==> src/rtl/serial_paralelo_rx_pkg.sv <==
// Shared PHY definitions: idle/alignment comma and the receiver state encoding.
package serial_paralelo_rx_pkg;

  localparam logic [7:0] COMMA = 8'hBC;

  typedef enum logic [1:0] {
    SEARCH = 2'd0,
    ALIGN  = 2'd1,
    ACTIVE = 2'd2
  } state_t;

endpackage

==> src/rtl/serial_paralelo_rx.sv <==
// Serial-to-parallel receiver: comma-based byte alignment, lock after BC_COUNT
// aligned commas, then MSB-first byte reassembly with a one-cycle valid pulse.
module serial_paralelo_rx
  import serial_paralelo_rx_pkg::state_t;
  import serial_paralelo_rx_pkg::SEARCH;
  import serial_paralelo_rx_pkg::ALIGN;
  import serial_paralelo_rx_pkg::ACTIVE;
#(
  parameter int unsigned BC_COUNT = 4,
  parameter logic [7:0]  COMMA    = serial_paralelo_rx_pkg::COMMA
) (
  input  logic       clk_32f,
  input  logic       reset,
  input  logic       data_in,
  output logic [7:0] data_out,
  output logic       valid_out,
  output logic       active
);

  localparam int unsigned BYTE_W = 8;
  localparam int unsigned BIT_W  = 3;
  localparam int unsigned BC_W   = 4;

  state_t            state, state_n;
  logic [BYTE_W-1:0] sr;
  logic [BIT_W-1:0]  bit_cnt, bit_cnt_n;
  logic [BC_W-1:0]   bc_cnt, bc_cnt_n;
  logic [BYTE_W-1:0] data_n;
  logic              valid_n;
  logic              active_n;

  logic [BYTE_W-1:0] window_c;
  logic              boundary_c;
  logic              is_comma_c;
  logic              lock_hit_c;

  assign window_c   = {sr[BYTE_W-2:0], data_in};
  assign boundary_c = (bit_cnt == BIT_W'(7));
  assign is_comma_c = (window_c == COMMA);
  assign lock_hit_c = ((bc_cnt + BC_W'(1)) == BC_W'(BC_COUNT));

  // State, shift register, counters and registered outputs
  always_ff @(posedge clk_32f) begin
    if (reset) begin
      state     <= SEARCH;
      sr        <= '0;
      bit_cnt   <= '0;
      bc_cnt    <= '0;
      data_out  <= '0;
      valid_out <= 1'b0;
      active    <= 1'b0;
    end else begin
      state     <= state_n;
      sr        <= window_c;
      bit_cnt   <= bit_cnt_n;
      bc_cnt    <= bc_cnt_n;
      data_out  <= data_n;
      valid_out <= valid_n;
      active    <= active_n;
    end
  end

  // Next-state and next-output logic
  always_comb begin
    state_n   = state;
    bit_cnt_n = bit_cnt + BIT_W'(1);
    bc_cnt_n  = bc_cnt;
    data_n    = data_out;
    valid_n   = 1'b0;
    active_n  = active;

    unique case (state)
      SEARCH: begin
        bit_cnt_n = bit_cnt;
        if (is_comma_c) begin
          bit_cnt_n = '0;
          bc_cnt_n  = BC_W'(1);
          if (BC_COUNT == 32'd1) begin
            state_n  = ACTIVE;
            active_n = 1'b1;
          end else begin
            state_n = ALIGN;
          end
        end
      end
      ALIGN: begin
        if (boundary_c) begin
          if (is_comma_c) begin
            bc_cnt_n = bc_cnt + BC_W'(1);
            if (lock_hit_c) begin
              state_n  = ACTIVE;
              active_n = 1'b1;
            end
          end else begin
            state_n  = SEARCH;
            bc_cnt_n = '0;
          end
        end
      end
      ACTIVE: begin
        // Alignment is frozen; only byte boundaries carry data
        if (boundary_c && !is_comma_c) begin
          data_n  = window_c;
          valid_n = 1'b1;
        end
      end
      default: begin
        state_n = SEARCH;
      end
    endcase
  end

endmodule

==> config.mk <==
export PLATFORM = sky130hd
export DESIGN_NAME = serial_paralelo_rx
export DESIGN_NICKNAME = d
export VERILOG_FILES = /design/src/rtl/serial_paralelo_rx_pkg.sv /design/src/rtl/serial_paralelo_rx.sv
export SDC_FILE = /design/constraint.sdc
export NUM_CORES = 1
export LEC_CHECK = 0
export CAP_MARGIN = 20
export CORE_ASPECT_RATIO = 1.2
export CORE_UTILIZATION = 50
export DETAILED_ROUTE_END_ITERATION = 8
export DONT_BUFFER_PORTS = 1
export PLACE_DENSITY_LB_ADDON = 0.15
export SYNTH_ARGS = -nofsm -noshare
export SYNTH_HDL_FRONTEND = slang
export SYNTH_SLANG_ARGS = --single-unit
==> constraint.sdc <==
create_clock -name clk_32f -period 2.65 [get_ports clk_32f]
set_input_delay 0.53 -clock clk_32f [delete_from_list [all_inputs] [get_ports clk_32f]]
set_output_delay 0.53 -clock clk_32f [all_outputs]
set_load 0.03 [all_outputs]
==> flow_metrics.py <==
metrics = {
    "outcome": {
        "status": "finished, final reports clean",
    },
    "flow_run": {
        "max_cap_viol_count": 0,
    },
    "worst_setup_path": {
        "r2r_slack_ns": 0.96,
        "required_ns": 2.88,
        "worstSetupPathType": "flop to flop",
        "cp-start-kind": "flop",
        "path_max_fanout": 6,
        "critPathCaptureType": "flop",
        "cp_data_arrival_time_ns": 1.92,
    },
    "clock_network": {
        "clockRootBuffer": "clkbuf_4",
        "clock_latency_ns": 0.32,
        "numCtsBuffers": 3,
        "clkTransAtPathRegs_ns": 0.13,
        "cts.path.max_buffers": 2,
        "cts_sinks": 26,
        "cts_resized": 0,
        "holdBufCountCts": 0,
        "cts_tree": "done",
        "cts_max_level": 1,
        "post_cts_buffers": 0,
    },
    "grt": {
        "grt_first_pass_wirelength_um": 3070,
        "antenna_found_initial": 0,
        "grt-ovfl-total": 0,
        "grt_max_degree": 29,
        "grt_usage": 0.178,
        "grt_pass1_vias": 717,
    },
    "route": {
        "drc": 0,
        "dr.pass1.iters": 4,
        "top_layer": "met4",
        "viasPerCell": 5.34,
        "dr.first_iter.drc_count": 11,
        "met1_length_um": 843,
        "wl_per_cell_um": 12.7,
        "wl_met2_um": 795,
        "detail-route-antenna-nets": 0,
        "dr_total_vias": 731,
        "wirelength_um": 1740,
        "wl_met3_um": 69,
    },
    "synth": {
        "synthesis.area_mm2": 0.00110,
        "ys_types": 33,
        "synth_top_area_frac": 0.473,
        "synth_top_cell_by_area": "dfxtp_1",
        "ys_seq_area_frac": 0.473,
        "ys_warn_count": 0,
        "ys_seq_elements": 26,
        "synthCells": 110,
        "synth_fp_nets": 117,
        "netlist_top_cells_area": "dfxtp_1, mux2i_1, ha_1",
        "avgSynthCellArea_um2": 10.0,
    },
    "sta": {
        "period_share": 0.639,
        "setup-violations-final": 0,
        "slew_violations": 0,
        "relSlewSlack": 0.683,
        "final-hold-violation-count": 0,
        "tightest_slew_ns": 0.474,
        "fin_crit_ns": 1.69,
        "max_freq_mhz": 590,
        "rsz0062_at_grt": "false",
        "finalClockSkew_ns": 0.00246,
        "fin_setup_tns_ns": 0,
    },
    "floorplan": {
        "rows": 18,
        "die_h_um": 53.4,
        "die-area_mm2": 0.00239,
        "die_w_um": 44.8,
        "core_mm2": 0.00207,
        "boundaryPins": 13,
        "start_util": 0.531,
    },
    "placement": {
        "post-dp-hpwl_um": 1250,
        "place_area_mm2": 0.00111,
        "gp_congestion": 0.744,
        "placement.io_buffers": 0,
    },
    "pwr": {
        "p_total_mw": 0.564,
        "max-vdd-ir-drop_mv": 0.340,
        "power.density_mw_per_mm2": 497,
        "power_leakage_nw": 0.406,
    },
    "final_layout": {
        "fin_nets": 116,
        "fillers": 198,
        "area_growth_pct": 3.18,
        "antenna_cells": 0,
        "final_area_mm2": 0.00114,
        "drive_gt1_frac": 0.0841,
    },
    "worst_hold_path": {
        "hp-class": "input pin to flop",
    },
}
==> power by group <==
| part | switching [mW] | internal, mW |
|---|---|---|
| Sequential | 0.00201 | 0.393 |
| Clock | 0.112 | 0.0533 |
| Combinational | 0.00135 | 0.00259 |
==> sequential cells by signal (all words and copies together) (netlist names) <==
signal and count:
active 1, state 2, bc_cnt 4, sr 7, bit_cnt 3, valid_out 1, data_out 8
==> cells by family (layout without fill, tap and decap cells) <==
family	Yosys count	count (layout)	share of synthesized area
and+or+nand+nor	40	40	0.220
DFF	26	26	0.473
AOI/OAI and AO/OA	21	21	0.139
muxes	9	9	0.0818
buffers and inverters	9	6	0.0330
adders and majority gates	4	4	0.0455
xor gates and xnor gates	1	1	0.00796
==> cell type report <==
| type | count | area, µm² | area share |
|---|---|---|---|
| inverters | 3 | 11.3 | 0.00991 |
| multi-input cells | 75 | 544 | 0.479 |
| clock buffers | 3 | 22.5 | 0.0198 |
| well taps | 30 | 37.5 | 0.0330 |
| flip-flops and latches | 26 | 520 | 0.458 |
==> synthesized netlist by cell type <==
cell type / number
dfxtp_1: 26
nor2_1: 11
mux2i_1: 9
a21oi_1: 7
nor2b_1: 7
clkbuf_1: 4
ha_1: 4
nand2_1: 4
inv_1: 3
nand2b_1: 3
nand3_1: 3
a211oi_1: 2
a21o_1: 2
buf_2: 2
nand3b_1: 2
nor3_1: 2
o21ai_0: 2
o41ai_1: 2
a211o_2: 1
a21oi_4: 1
a31o_1: 1
a31oi_1: 1
a32o_1: 1
and4_1: 1
nand2_4: 1
nand4_1: 1
nor2b_2: 1
nor4b_4: 1
o31a_1: 1
or3_1: 1
or3b_2: 1
or4b_1: 1
xnor2_1: 1
==> layer usage <==
metal	track usage	vias to the layer above
met2	0.282	16
li1	-	384
met4	0.101	0
met1	0.228	327
met5	0	-
met3	0.0239	4
==> critical path, cell delays in order, from the launching register on <==
cell	delay, ns
dfxtp_1	0.49
ha_1	0.19
nand2_1	0.06
or4b_1	0.51
o31a_1	0.15
o41ai_1	0.22
==> metrics by stage <==
step / cells / setup WS [ns] / utilization / hold WS (ns)
5_1_grt: 137 / 0.812 / 0.548 / 0.230
4_1_cts: 137 / 0.934 / 0.548 / 0.245
2_1_floorplan: 110 / 1.10 / - / 0.448
3_3_place_gp: 134 / 0.991 / 0.537 / 0.451
3_5_place_dp: 134 / 0.958 / 0.537 / 0.462
6_report: 137 / 0.956 / 0.548 / 0.262
==> placed cells by master, fill, tap and decap left out, types with 2 or more instances in the layout <==
cell,n
nand2b_1,3
a21oi_1,7
ha_1,4
a211oi_1,2
o21ai_0,2
nand2_1,4
o41ai_1,2
clkbuf_4,3
inv_1,3
nor3_1,2
dfxtp_1,26
mux2i_1,9
nand3b_1,2
nand3_1,3
nor2b_1,7
a21o_1,2
nor2_1,11
==> path summary, 6_finish.rpt <==
kind	startpoint	endpoint	cells after the start
min reg2reg	bit_cnt[1]	bit_cnt[1]	2
min	reset	sr[6]	1
max reg2reg	bc_cnt[0]	state[1]	5
max	bc_cnt[0]	state[1]	5
Note: power is estimated with default switching activity, not from simulation.
